$ cat config.mk
export PLATFORM = sky130hd
export DESIGN_NAME = regfile_writer
export DESIGN_NICKNAME = d
export VERILOG_FILES = /design/src/rtl/regfile_writer.sv
export SDC_FILE = /design/constraint.sdc
export NUM_CORES = 1
export LEC_CHECK = 0
export ABC_AREA = 0
export CAP_MARGIN = 10
export CORE_AREA = 2 2 211 213
export CTS_CLUSTER_SIZE = 28
export DETAILED_ROUTE_END_ITERATION = 6
export DIE_AREA = 0 0 213 215
export PLACE_DENSITY = 0.66
export SYNTH_ARGS = -nofsm -noshare
export SYNTH_HDL_FRONTEND = slang
export SYNTH_SLANG_ARGS = --single-unit
export TNS_END_PERCENT = 30
$ cat constraint.sdc
create_clock -name clk -period 6.6 [get_ports clk]
set_input_delay 1.32 -clock clk [delete_from_list [all_inputs] [get_ports clk]]
set_output_delay 1.32 -clock clk [all_outputs]
set_load 0.05 [all_outputs]
$ cat src/rtl/regfile_writer.sv
// Write-side sequencer for the 32x64 register file: queues MEM/WB results,
// drains them through the single write port and forwards pending values.
module regfile_writer #(
    parameter int DATA_W = 64,
    parameter int DEPTH  = 2
) (
    input  logic              clk,
    input  logic              reset,
    input  logic              in_valid,
    output logic              in_ready,
    input  logic              in_regWrite,
    input  logic [4:0]        in_dest,
    input  logic              in_memToReg,
    input  logic [DATA_W-1:0] in_alu,
    input  logic [DATA_W-1:0] in_mem,
    input  logic              ext_wr_req,
    input  logic [4:0]        ext_wr_reg,
    input  logic [DATA_W-1:0] ext_wr_data,
    output logic              RegWrite,
    output logic [4:0]        WriteRegister,
    output logic [DATA_W-1:0] WriteData,
    input  logic [4:0]        ReadRegister1,
    input  logic [4:0]        ReadRegister2,
    input  logic [DATA_W-1:0] RfData1,
    input  logic [DATA_W-1:0] RfData2,
    output logic [DATA_W-1:0] FwdData1,
    output logic [DATA_W-1:0] FwdData2,
    output logic              pending
);

    localparam int AW = (DEPTH > 1) ? $clog2(DEPTH) : 1;

    logic [4:0]        qdest [DEPTH];
    logic [DATA_W-1:0] qdata [DEPTH];
    logic [AW-1:0]     head;
    logic [AW-1:0]     tail;
    logic [AW:0]       count;

    logic              empty;
    logic              full;
    logic              drain;
    logic              push;
    logic [DATA_W-1:0] in_data;

    assign empty    = (count == '0);
    assign full     = (count == (AW+1)'(DEPTH));
    assign drain    = ~reset & ~ext_wr_req & ~empty;
    assign in_ready = reset | ~full | drain;
    assign in_data  = in_memToReg ? in_mem : in_alu;
    assign pending  = ~reset & ~empty;

    // XZR targets and non-writing results complete the handshake only
    assign push = ~reset & in_valid & in_ready & in_regWrite
                & (in_dest != 5'd31);

    always_comb begin
        RegWrite      = 1'b0;
        WriteRegister = '0;
        WriteData     = '0;
        if (!reset) begin
            if (ext_wr_req) begin
                RegWrite      = (ext_wr_reg != 5'd31);
                WriteRegister = ext_wr_reg;
                WriteData     = ext_wr_data;
            end else if (!empty) begin
                RegWrite      = 1'b1;
                WriteRegister = qdest[head];
                WriteData     = qdata[head];
            end
        end
    end

    always_ff @(posedge clk) begin
        if (reset) begin
            head  <= '0;
            tail  <= '0;
            count <= '0;
        end else begin
            if (push)
                tail <= tail + 1'b1;
            if (drain)
                head <= head + 1'b1;
            if (push && !drain)
                count <= count + 1'b1;
            else if (!push && drain)
                count <= count - 1'b1;
        end
    end

    always_ff @(posedge clk) begin
        if (push) begin
            qdest[tail] <= in_dest;
            qdata[tail] <= in_data;
        end
    end

    logic [4:0]        rreg [2];
    logic [DATA_W-1:0] rdat [2];
    logic [DATA_W-1:0] fwd  [2];
    logic [AW-1:0]     idx;

    assign rreg[0]  = ReadRegister1;
    assign rreg[1]  = ReadRegister2;
    assign rdat[0]  = RfData1;
    assign rdat[1]  = RfData2;
    assign FwdData1 = fwd[0];
    assign FwdData2 = fwd[1];

    // Walk oldest to youngest so the youngest matching entry wins
    always_comb begin
        idx = head;
        for (int p = 0; p < 2; p++) begin
            fwd[p] = rdat[p];
            for (int i = 0; i < DEPTH; i++) begin
                idx = head + AW'(i);
                if (((AW+1)'(i) < count) && (qdest[idx] == rreg[p]))
                    fwd[p] = qdata[idx];
            end
            if (ext_wr_req && (ext_wr_reg == rreg[p]))
                fwd[p] = ext_wr_data;
            if (rreg[p] == 5'd31)
                fwd[p] = '0;
            if (reset)
                fwd[p] = rdat[p];
        end
    end

endmodule

# --- After elaboration in Yosys (flattened, before gate mapping) ---
# Memories as Yosys holds them, arrays and structs flattened. A register that Yosys moved wholly into a read port is not among the register bits.
# Cells that the tools add are included.
# Widths: inputs -> output; s select.
totals:
  ff_bits: 4
  ram_bits: 138
  input_bits: 346
  output_inout_bits: 200
  memories: 2
mem_list:
  columns: ["memory", "words", "width", "read_ports", "rd_ports_with_merged_regs", "wr", "line_no", "text"]
  rows:
  - ["qdata", 2, 64, 2, 1, 1, "34", "logic [DATA_W-1:0] qdata [DEPTH];"]
  - ["qdest", 2, 5, 2, 1, 1, "33", "logic [4:0] qdest [DEPTH];"]
op_classes:
  addsub: 4
  magnitude_cmp: 2
  eq_ne: 11
  mux: 28
  bitwise_logic: 13
  n_reduce_logical: 12
op_table:
  columns: ["op", "n"]
  rows:
  - ["$mux 64", 14]
  - ["$eq 5x5->1", 6]
  - ["$mux 5", 3]
  - ["$eq 5x5->1 const B", 2]
  - ["$ne 5x5->1 const B", 2]
  - ["$mux 1", 9]
  - ["$logic_and 1x1->1", 8]
  - ["$and 1x1->1", 7]
  - ["$lt 1x2->1 const A", 2]
  - ["$mux 2", 2]
  - ["$not 1->1", 4]
  - ["$add 1x1->1 const B", 2]
  - ["$add 2x1->2 const B", 1]
  - ["$eq 2x2->1 const B", 1]
  - ["$logic_not 1->1", 2]
  - ["$logic_not 2->1", 1]
  - ["$or 1x1->1", 2]
  - ["$reduce_bool 2->1", 1]
  - ["$sub 2x1->2 const B", 1]

# --- Depth between registers and ports, before layout ---
# Gate-level depths: netlist of run 1.
depth:
  depth_word: 11
  depth_mapped: 11

# --- Worst setup path before layout of run 1 ---
# OpenSTA, ideal clock, no wires.
synth_timing:
  path_type: "input-to-reg"
  startpoint: "input reset"
  endpoint: "memory qdata[0][0], enable pin"
  setup_ns: 0.505
  t_arrival_ns: 5.056
  required_time_ns: 6.095
  path_slack_ns: 1.039
  cell_stages: 4
  path_buffers: 1
  path_cell_list: "clkbuf_1 -> nand4b_1 -> a31oi_1 -> nor2b_1"
synth_via:
  elab_chain_cells: 9
  word_cells_on_any_way: 11
  cone_classes: "mux: 2; bitwise: 9"
synth_lines:
  columns: ["item", "line_no", "text"]
  rows:
  - ["from (decl)", "8", "input logic reset,"]
  - ["$not 1->1", "47, 53", null]
  - ["$and 1x1->1 (2 in a row)", "47", "assign drain = ~reset & ~ext_wr_req & ~empty;"]
  - ["$or 1x1->1", "48", "assign in_ready = reset | ~full | drain;"]
  - ["$and 1x1->1 (*) (2 in a row)", "53", "assign push = ~reset & in_valid & in_ready & in_regWrite"]
  - ["$and 1x1->1 (*)", "54", "& (in_dest != 5'd31);"]
  - ["$mux 1 (*)", "91", "if (push) begin"]
  - ["$mux 1 (implied by the code) (*)", "93", "qdata[tail] <= in_data;"]
  - ["to (decl)", "34", null]
# Mark *: on every way between the ends. The rest lies on a longest branch, timed or not.

# --- Worst setup path in the final report of run 1 ---
layout_timing:
  startpoint: "input ReadRegister1[2]"
  endpoint: "output FwdData1[45]"
layout_via:
  elab_chain_cells: 7
  word_cells_on_any_way: 12
  cone_classes: "eq/ne: 4; mux: 5; reduce/logical: 3"
layout_lines:
  columns: ["item", "line_no", "text"]
  rows:
  - ["from (decl)", "22", "input logic [4:0] ReadRegister1,"]
  - ["$eq 5x5->1", "116", "if (((AW+1)'(i) < count) && (qdest[idx] == rreg[p]))"]
  - ["$logic_and 1x1->1", "116", null]
  - ["$mux 64 (2 in a row)", "116", null]
  - ["$mux 64", "119", "if (ext_wr_req && (ext_wr_reg == rreg[p]))"]
  - ["$mux 64 (*)", "121", "if (rreg[p] == 5'd31)"]
  - ["$mux 64 (*)", "123", "if (reset)"]
  - ["to (decl)", "26", "output logic [DATA_W-1:0] FwdData1,"]
# Marked as above.

==> impl_metrics.xml, run 1 <==
<?xml version="1.0" encoding="UTF-8"?>
<metrics>
  <group name="power_and_ir_drop">
    <metric name="power.internal" unit="W">0.002346</metric>
    <metric name="power.clock.fraction" unit="%">24.3</metric>
    <metric name="netSwitchingFraction" unit="%">43.35</metric>
    <metric name="power.static_leakage" unit="nW">7.574</metric>
    <metric name="pwr_density_cell" unit="nW/µm²">180.9</metric>
    <metric name="combPwrFrac" unit="%">50.0</metric>
    <metric name="ir_worst_vdd" unit="mV">0.1825</metric>
    <metric name="total_switching_power" unit="W">0.001795</metric>
    <metric name="power" unit="W">0.004141</metric>
    <metric name="power_frac_seq" unit="%">25.7</metric>
  </group>
  <group name="yosys">
    <metric name="synth_top_family_by_area" unit="">compound AO/OA/AOI/OAI gates</metric>
    <metric name="fraction_of_the_mapped_netlist_area_in_adder_cells" unit="%">0.3064</metric>
    <metric name="post_synth_instance_area" unit="µm²">16330</metric>
    <metric name="synth-xor-area-share" unit="%">1.823</metric>
    <metric name="synth_enable_flop_cells" unit="">138</metric>
    <metric name="synthDominantAreaCellType" unit="">edfxtp_1</metric>
    <metric name="netlist-cell-type-count" unit="">42</metric>
    <metric name="synth_cells" unit="">1762</metric>
    <metric name="synth-simple-area-share" unit="%">16.54</metric>
    <metric name="synth-warning-count" unit="">0</metric>
    <metric name="synth_area_leaders" unit="">edfxtp_1 (25%), mux2_2 (13%), o41ai_2 (12%), o41ai_1 (7.3%), nor3_2 (7.2%)</metric>
    <metric name="synth.area.mux_share" unit="%">13.92</metric>
    <metric name="synth_compound_gate_area_share" unit="%">33.60</metric>
    <metric name="synth-main-ff-cell" unit="">edfxtp_1</metric>
    <metric name="syn_nets" unit="">2112</metric>
    <metric name="yosys.area.top_type_share" unit="%">25.37</metric>
    <metric name="seq_area_frac_synth" unit="%">25.98</metric>
    <metric name="synth_area_per_cell" unit="µm²">9.270</metric>
    <metric name="share_of_flip_flops_with_an_asynchronous_set_or_reset" unit="%">0</metric>
    <metric name="flop_and_latch_count_out_of_synthesis" unit="">143</metric>
  </group>
  <group name="timing">
    <metric name="setup_viol" unit="">0</metric>
    <metric name="setup_tns" unit="ns">0</metric>
    <metric name="hold_viol_final" unit="">0</metric>
    <metric name="max_slew_margin" unit="%">29.85</metric>
    <metric name="rsz0062_at_grt" unit="">false</metric>
    <metric name="max_freq" unit="MHz">164.9</metric>
    <metric name="finClkSkew" unit="ns">0.006953</metric>
    <metric name="slew_viol_final" unit="">0</metric>
    <metric name="period_share" unit="%">91.91</metric>
    <metric name="period_minus_slack" unit="ns">6.066</metric>
    <metric name="transition_time_of_the_tightest_slew_check_pin" unit="ns">1.052</metric>
    <metric name="post-route-worst-setup-slack" unit="ns">0.5340</metric>
  </group>
  <group name="routing">
    <metric name="detail_route.iter0.violations" unit="">2258</metric>
    <metric name="antenna_left" unit="">0</metric>
    <metric name="via_per_instance_ratio" unit="">6.792</metric>
    <metric name="wl_per_cell" unit="µm">30.89</metric>
    <metric name="wirelength" unit="mm">85.78</metric>
    <metric name="num_vias" unit="">18860</metric>
    <metric name="detailedRoute.firstPassIterationCount" unit="">7</metric>
    <metric name="drc_errors" unit="">0</metric>
  </group>
  <group name="setup_path">
    <metric name="r2r-start" unit="">count[0]</metric>
    <metric name="crit_path_start" unit="">ReadRegister1[2]</metric>
    <metric name="r2r-end" unit="">qdata[1][59]</metric>
    <metric name="cp_most_frequent_cell" unit="">clkdlybuf4s50_1</metric>
    <metric name="cp.arrival" unit="ns">4.75</metric>
    <metric name="crit_path_max_incr_delay" unit="ns">0.92</metric>
    <metric name="cp-start-kind" unit="">primary input</metric>
    <metric name="critPathKind" unit="">in -&gt; out</metric>
    <metric name="cells_traversed_along_the_worst_timing_path" unit="">clkdlybuf4s50_1 &gt; xnor2_1 &gt; nand2_4 &gt; or2_4 &gt; buf_4 &gt; nor2_1 &gt; o41ai_2 &gt; clkdlybuf4s50_1</metric>
    <metric name="critPathMaxFanout" unit="">31</metric>
    <metric name="critical_path.endpoint_type" unit="">output port</metric>
    <metric name="worst-endpoint-required" unit="ns">5.28</metric>
    <metric name="reg2reg_setup_slack" unit="ns">2.96</metric>
    <metric name="critical_path_buf_inv_count" unit="">3</metric>
    <metric name="r2r.worst_path.cells" unit="">7</metric>
    <metric name="crit_path_top_delay_cell" unit="">clkdlybuf4s50_1</metric>
    <metric name="path_delay_family" unit="">buffers and inverters</metric>
  </group>
  <group name="run">
    <metric name="cap_violations" unit="">0</metric>
  </group>
  <group name="clocking">
    <metric name="cts_made_buffers" unit="">17</metric>
    <metric name="clock_tree.root_cell" unit="">clkbuf_16</metric>
    <metric name="cts_tree" unit="">done</metric>
    <metric name="clk_transition_reported_paths" unit="ns">0.06</metric>
    <metric name="ctsHoldBuffers" unit="">0</metric>
    <metric name="worst_skew_pair.late_latency" unit="ns">0.44</metric>
    <metric name="htree_num_levels" unit="">4</metric>
    <metric name="post_cts_resize_count" unit="">0</metric>
    <metric name="clkSinkCount" unit="">143</metric>
    <metric name="max-clock-path-buffers" unit="">2</metric>
    <metric name="cts.repair_timing.setup_buffer_count" unit="">0</metric>
  </group>
  <group name="status">
    <metric name="outcome" unit="">complete, no violations</metric>
  </group>
  <group name="placement">
    <metric name="dp_slack" unit="ns">0.6533</metric>
    <metric name="io_buffers" unit="">545</metric>
    <metric name="routabilityCongestion" unit="">0.9419</metric>
    <metric name="hpwlAfterDp" unit="mm">56.55</metric>
  </group>
  <group name="finish">
    <metric name="synthToLayoutAreaGrowth" unit="%">40.13</metric>
    <metric name="multi_input_area" unit="µm²">10950</metric>
    <metric name="final_layout_size_suffix_gt1_share" unit="%">26.45</metric>
    <metric name="filler_cell_count" unit="">3954</metric>
    <metric name="nNetsFinal" unit="">2515</metric>
    <metric name="layout.area.seq" unit="µm²">4252</metric>
  </group>
  <group name="grt">
    <metric name="grt.total_usage" unit="%">36.37</metric>
    <metric name="grt_first_pass_wirelength" unit="mm">124.4</metric>
    <metric name="largest_net_degree_at_the_start_of_global_routing" unit="">65</metric>
    <metric name="grt.overflow.total" unit="">0</metric>
    <metric name="grt_pass1_vias" unit="">19130</metric>
    <metric name="grt_antenna_before_repair" unit="">5</metric>
  </group>
  <group name="floorplan">
    <metric name="ios" unit="">546</metric>
    <metric name="dieArea" unit="µm²">45800</metric>
    <metric name="initial_utilization" unit="%">37.42</metric>
    <metric name="die_x" unit="µm">213</metric>
    <metric name="rows" unit="">77</metric>
    <metric name="fp.coreArea" unit="µm²">43640</metric>
    <metric name="die_h" unit="µm">215</metric>
  </group>
  <group name="min_path">
    <metric name="holdCritPathClass" unit="">reg -&gt; reg</metric>
    <metric name="min-delay-start" unit="">count[1]</metric>
    <metric name="worstHoldEndpoint" unit="">count[1]</metric>
    <metric name="min_path_cells" unit="">2</metric>
  </group>
</metrics>
[final cells by class]
type,count,area share [%]
diodes,7,0.07654
clock buffers,18,1.875
clock inverters,14,0.6560
inverters,67,1.099
multi-input cells,1326,47.84
flip-flops and latches,143,18.58
well taps,592,3.236
repair buffers,610,26.65
[worst register-to-register path, delay by kind of cell, from the launching register on]
| family | cells | cell delay [ns] |
|---|---|---|
| fa+ha+maj | 1 | 0.41 |
| buf+inv | 2 | 0.66 |
| simple gates | 2 | 0.94 |
| flops | 1 | 0.37 |
| compound gates | 2 | 0.90 |
[how the worst max path moves through the flow]
| stage | to | slack, ns | cells past startpoint |
|---|---|---|---|
| after floorplan | qdata[0][0] | 1.04 | 4 |
| after global placement | FwdData1[52] | 0.69 | 8 |
| after detailed placement | FwdData1[52] | 0.65 | 8 |
| after CTS | FwdData1[52] | 0.65 | 8 |
| after global routing | FwdData1[45] | 0.47 | 8 |
| final | FwdData1[45] | 0.53 | 8 |
[synthesized netlist by cell type (all sizes together) (5+ instances only)]
cell type and instances:
dfxtp 5, a21oi 133, clkbuf 154, xnor2 32, or2 5, nor3 132, mux2i 10, edfxtp 138
inv 67, nor2 210, a41oi 128, nand2 132, mux2 192, o41ai 256, a211oi 63, buf 72
[logic make-up (layout without fill, tap and decap cells)]
kind of cell,Yosys count,count (layout)
compound gates,591,591
simple gates,495,495
xor+xnor,34,34
mux,202,202
other cells,0,7
fa+ha+maj,4,4
buf+inv,293,709
flops,143,143
[registers in the layout (all words and copies together) (netlist names), named ones only]
register	cells
qdata	128
qdest	10
count	2
head	1
tail	1
[power by group through the flow]
stage               clock network (W)  logic, W  registers [W]
floorplan                           0   0.00121        0.00106
global placement                    0   0.00202        0.00108
detailed placement                  0   0.00202        0.00108
CTS                           0.00101   0.00203        0.00107
global route                  0.00104   0.00213        0.00107
finish                        0.00101   0.00207        0.00107
[routing by layer]
layer  track usage, %  vias to the layer above  part of all wire (%)
li1                 -                     7803                     -
met1            44.58                     9013                    37
met2            57.80                     1670                    46
met3            8.578                      376                    12
met4            21.63                        0                   6.0
met5                0                        -                     0
[through the flow]
| stage | util, % | cells | area [µm²] | hold WS [ns] |
|---|---|---|---|---|
| 2_1_floorplan | - | 1762 | 16330 | 0.4983 |
| 3_3_place_gp | 51.07 | 2738 | 22290 | 0.5243 |
| 3_5_place_dp | 51.07 | 2738 | 22290 | 0.5488 |
| 4_1_cts | 52.40 | 2770 | 22870 | 0.5634 |
| 5_1_grt | 52.43 | 2775 | 22880 | 0.6245 |
| 6_report | 52.44 | 2777 | 22890 | 0.5598 |
[placed cells by master, fill, tap and decap left out, types with 3 or more instances in the layout]
| master | count |
|---|---|
| buf_12 | 17 |
| clkbuf_16 | 17 |
| inv_1 | 67 |
| nor3_1 | 14 |
| a41oi_1 | 128 |
| nor2_1 | 206 |
| ha_1 | 4 |
| o41ai_2 | 120 |
| a21o_4 | 3 |
| nor3_2 | 118 |
| or2_4 | 4 |
| clkdlybuf4s50_1 | 522 |
| nand2_1 | 130 |
| mux2_2 | 192 |
| buf_4 | 71 |
| a21oi_1 | 133 |
| clkinv_2 | 3 |
| diode_2 | 7 |
| mux2i_1 | 7 |
| clkinvlp_4 | 4 |
| a211oi_1 | 63 |
| xnor2_1 | 32 |
| nand4_1 | 3 |
| edfxtp_1 | 138 |
| clkinv_1 | 4 |
| dfxtp_1 | 3 |
| o41ai_1 | 136 |
| nor2_4 | 4 |
| bufinv_16 | 3 |
| and3_1 | 3 |
| mux2i_2 | 3 |
Note: power is estimated with default switching activity, not from simulation.
==> run 2: changes to the inputs <==
- CTS_CLUSTER_DIAMETER: default -> 120
- MAX_ROUTING_LAYER: default -> met4
==> run 2 against run 1 <==
Effect of this change: final cell count is essentially flat; final area rose by 0.17%; register-to-register slack lost 0.02 ns; clock-buffer cell count stayed put; highest routed layer unchanged; fmax fell by 2.1%; largest cell class unchanged.
==> impl_metrics.xml, run 2 (synthesis gave the netlist of run 1 again) <==
<?xml version="1.0" encoding="UTF-8"?>
<metrics>
  <group name="finish">
    <metric name="nNetsFinal" unit="">2520</metric>
    <metric name="regMostFlops" unit="">qdata</metric>
    <metric name="filler_cell_count" unit="">4015</metric>
    <metric name="largest_reg_flops" unit="">128</metric>
    <metric name="final_common_cell" unit="">clkdlybuf4s50_1</metric>
    <metric name="layout.cells.most_common_list" unit="">clkdlybuf4s50_1 (526), nor2_1 (206), mux2_2 (192)</metric>
    <metric name="synthToLayoutAreaGrowth" unit="%">40.37</metric>
    <metric name="final_cell_count_no_fill" unit="">2775</metric>
    <metric name="largest_registers_in_the_final_layout" unit="">qdata: 128 flops, qdest: 10 flops, count: 2 flops</metric>
    <metric name="design_area" unit="µm²">22930</metric>
    <metric name="final_layout_size_suffix_gt1_share" unit="%">26.44</metric>
  </group>
  <group name="grt">
    <metric name="grt.total_usage" unit="%">37.67</metric>
    <metric name="grt_pass1_vias" unit="">19300</metric>
    <metric name="grt.overflow.total" unit="">0</metric>
    <metric name="largest_net_degree_at_the_start_of_global_routing" unit="">105</metric>
    <metric name="grt_first_pass_wirelength" unit="mm">125.5</metric>
    <metric name="grt_antenna_before_repair" unit="">1</metric>
  </group>
  <group name="timing">
    <metric name="transition_time_of_the_tightest_slew_check_pin" unit="ns">1.078</metric>
    <metric name="setup_viol" unit="">0</metric>
    <metric name="max_slew_margin" unit="%">27.20</metric>
    <metric name="max_freq" unit="MHz">161.4</metric>
    <metric name="setup_tns" unit="ns">0</metric>
    <metric name="period_share" unit="%">93.88</metric>
    <metric name="post-route-worst-setup-slack" unit="ns">0.4039</metric>
    <metric name="slew_viol_final" unit="">0</metric>
    <metric name="period_minus_slack" unit="ns">6.196</metric>
    <metric name="hold_viol_final" unit="">0</metric>
    <metric name="finClkSkew" unit="ns">0.009204</metric>
    <metric name="rsz0062_at_grt" unit="">false</metric>
  </group>
  <group name="power_and_ir_drop">
    <metric name="pwr_density_cell" unit="nW/µm²">184.1</metric>
    <metric name="ir_worst_vdd" unit="mV">0.1928</metric>
    <metric name="power" unit="W">0.004221</metric>
    <metric name="power.static_leakage" unit="nW">7.605</metric>
  </group>
  <group name="routing">
    <metric name="detail_route.iter0.violations" unit="">2343</metric>
    <metric name="wirelength" unit="mm">86.73</metric>
    <metric name="num_vias" unit="">18830</metric>
    <metric name="via_per_instance_ratio" unit="">6.785</metric>
    <metric name="antenna_left" unit="">0</metric>
    <metric name="wl_per_cell" unit="µm">31.26</metric>
    <metric name="drc_errors" unit="">0</metric>
    <metric name="detailedRoute.firstPassIterationCount" unit="">7</metric>
  </group>
  <group name="setup_path">
    <metric name="critPathKind" unit="">in -&gt; out</metric>
    <metric name="cells_traversed_along_the_worst_timing_path" unit="">clkdlybuf4s50_1 &gt; xnor2_1 &gt; nand2_4 &gt; or2_4 &gt; buf_4 &gt; nor2_1 &gt; o41ai_2 &gt; clkdlybuf4s50_1</metric>
    <metric name="worst-endpoint-required" unit="ns">5.28</metric>
    <metric name="crit_path_start" unit="">ReadRegister1[2]</metric>
    <metric name="r2r-end" unit="">qdata[1][8]</metric>
    <metric name="cp-start-kind" unit="">primary input</metric>
    <metric name="reg2reg_setup_slack" unit="ns">2.94</metric>
    <metric name="critPathCapture" unit="">FwdData1[52]</metric>
    <metric name="r2r-start" unit="">count[0]</metric>
    <metric name="cp_most_frequent_cell" unit="">clkdlybuf4s50_1</metric>
    <metric name="crit_path_max_incr_delay" unit="ns">0.91</metric>
    <metric name="crit_path_top_delay_cell" unit="">clkdlybuf4s50_1</metric>
    <metric name="critical_path.endpoint_type" unit="">output port</metric>
    <metric name="r2r.worst_path.cells" unit="">7</metric>
    <metric name="critPathMaxFanout" unit="">31</metric>
    <metric name="cp.arrival" unit="ns">4.88</metric>
  </group>
  <group name="floorplan">
    <metric name="die_h" unit="µm">215</metric>
    <metric name="fp.coreArea" unit="µm²">43640</metric>
    <metric name="rows" unit="">77</metric>
    <metric name="dieArea" unit="µm²">45800</metric>
    <metric name="initial_utilization" unit="%">37.42</metric>
    <metric name="die_x" unit="µm">213</metric>
    <metric name="ios" unit="">546</metric>
  </group>
  <group name="placement">
    <metric name="io_buffers" unit="">545</metric>
    <metric name="dp_slack" unit="ns">0.5606</metric>
    <metric name="detailed_place.area" unit="µm²">22300</metric>
    <metric name="routabilityCongestion" unit="">0.9897</metric>
    <metric name="dp.cells" unit="">2743</metric>
    <metric name="hpwlAfterDp" unit="mm">57.03</metric>
  </group>
  <group name="clocking">
    <metric name="clock_tree.root_cell" unit="">clkbuf_16</metric>
    <metric name="ctsHoldBuffers" unit="">0</metric>
    <metric name="clkSinkCount" unit="">143</metric>
    <metric name="cts_tree" unit="">done</metric>
    <metric name="htree_num_levels" unit="">4</metric>
    <metric name="cts_made_buffers" unit="">17</metric>
    <metric name="max-clock-path-buffers" unit="">2</metric>
    <metric name="clk_transition_reported_paths" unit="ns">0.06</metric>
    <metric name="post_cts_resize_count" unit="">0</metric>
    <metric name="cts.repair_timing.setup_buffer_count" unit="">0</metric>
    <metric name="worst_skew_pair.late_latency" unit="ns">0.45</metric>
  </group>
  <group name="status">
    <metric name="outcome" unit="">complete, no violations</metric>
  </group>
  <group name="min_path">
    <metric name="holdCritPathClass" unit="">reg -&gt; reg</metric>
  </group>
  <group name="run">
    <metric name="cap_violations" unit="">0</metric>
  </group>
</metrics>
-- run 2: changes by cell type in the layout (fill, tap and decap cells not counted), moves of 2 or more --
cell,previous run,this run
bufinv_16,3,5
buf_12,17,14
diode_2,7,1
clkinvlp_4,4,2
clkdlybuf4s50_1,522,526
buf_4,71,75
-- run 2: report_power, final --
part | internal (W) | switching, W | total, W | leakage [nW]
Combinational | 0.000730 | 0.00135 | 0.00208 | 6.01
Sequential | 0.00103 | 0.0000380 | 0.00107 | 1.29
Clock | 0.000663 | 0.000414 | 0.00108 | 0.298
-- run 2: how the worst min path moves through the flow --
stage          startpoint       end  slack [ns]  depth (start not counted)
3_5_place_dp     count[1]  count[1]        0.55                          2
3_3_place_gp     count[1]  count[1]        0.53                          2
2_1_floorplan        tail      tail        0.50                          2
5_1_grt          count[1]  count[1]        0.61                          2
6_report         count[1]  count[1]        0.56                          2
4_1_cts          count[1]  count[1]        0.57                          2
-- run 2: layer usage --
layer | up-vias | GRT usage [%] | wire (µm)
met5 | - | - | 0
met4 | 0 | 19.88 | 4872
met3 | 348 | 8.388 | 10030
met2 | 1664 | 59.21 | 39760
met1 | 9012 | 44.83 | 32070
li1 | 7803 | - | -
-- run 2: per-stage QoR --
| stage | util, % | hold slack (ns) |
|---|---|---|
| 6_report | 52.53 | 0.5618 |
| 2_1_floorplan | - | 0.4983 |
| 4_1_cts | 52.53 | 0.5652 |
| 3_5_place_dp | 51.10 | 0.5505 |
| 5_1_grt | 52.53 | 0.6141 |
| 3_3_place_gp | 51.10 | 0.5322 |
-- run 2: cell type report --
type / count / area [µm²] / area share (%)
timing repair buffer: 615 / 6108 / 26.64
clock buffer: 18 / 429.2 / 1.872
clock inverter: 13 / 195.2 / 0.8513
sequential: 143 / 4252 / 18.54
antenna: 1 / 2.502 / 0.01091
tap: 592 / 740.7 / 3.231
inverter: 67 / 251.5 / 1.097
multi-input combinational: 1326 / 10950 / 47.75
-- run 2: critical path, delay by kind of cell --
kind / cells / cell delay, ns
AOI/OAI and AO/OA: 1 / 0.41
xor gates and xnor gates: 1 / 0.15
and+or+nand+nor: 3 / 1.13
buffers and inverters: 3 / 1.83
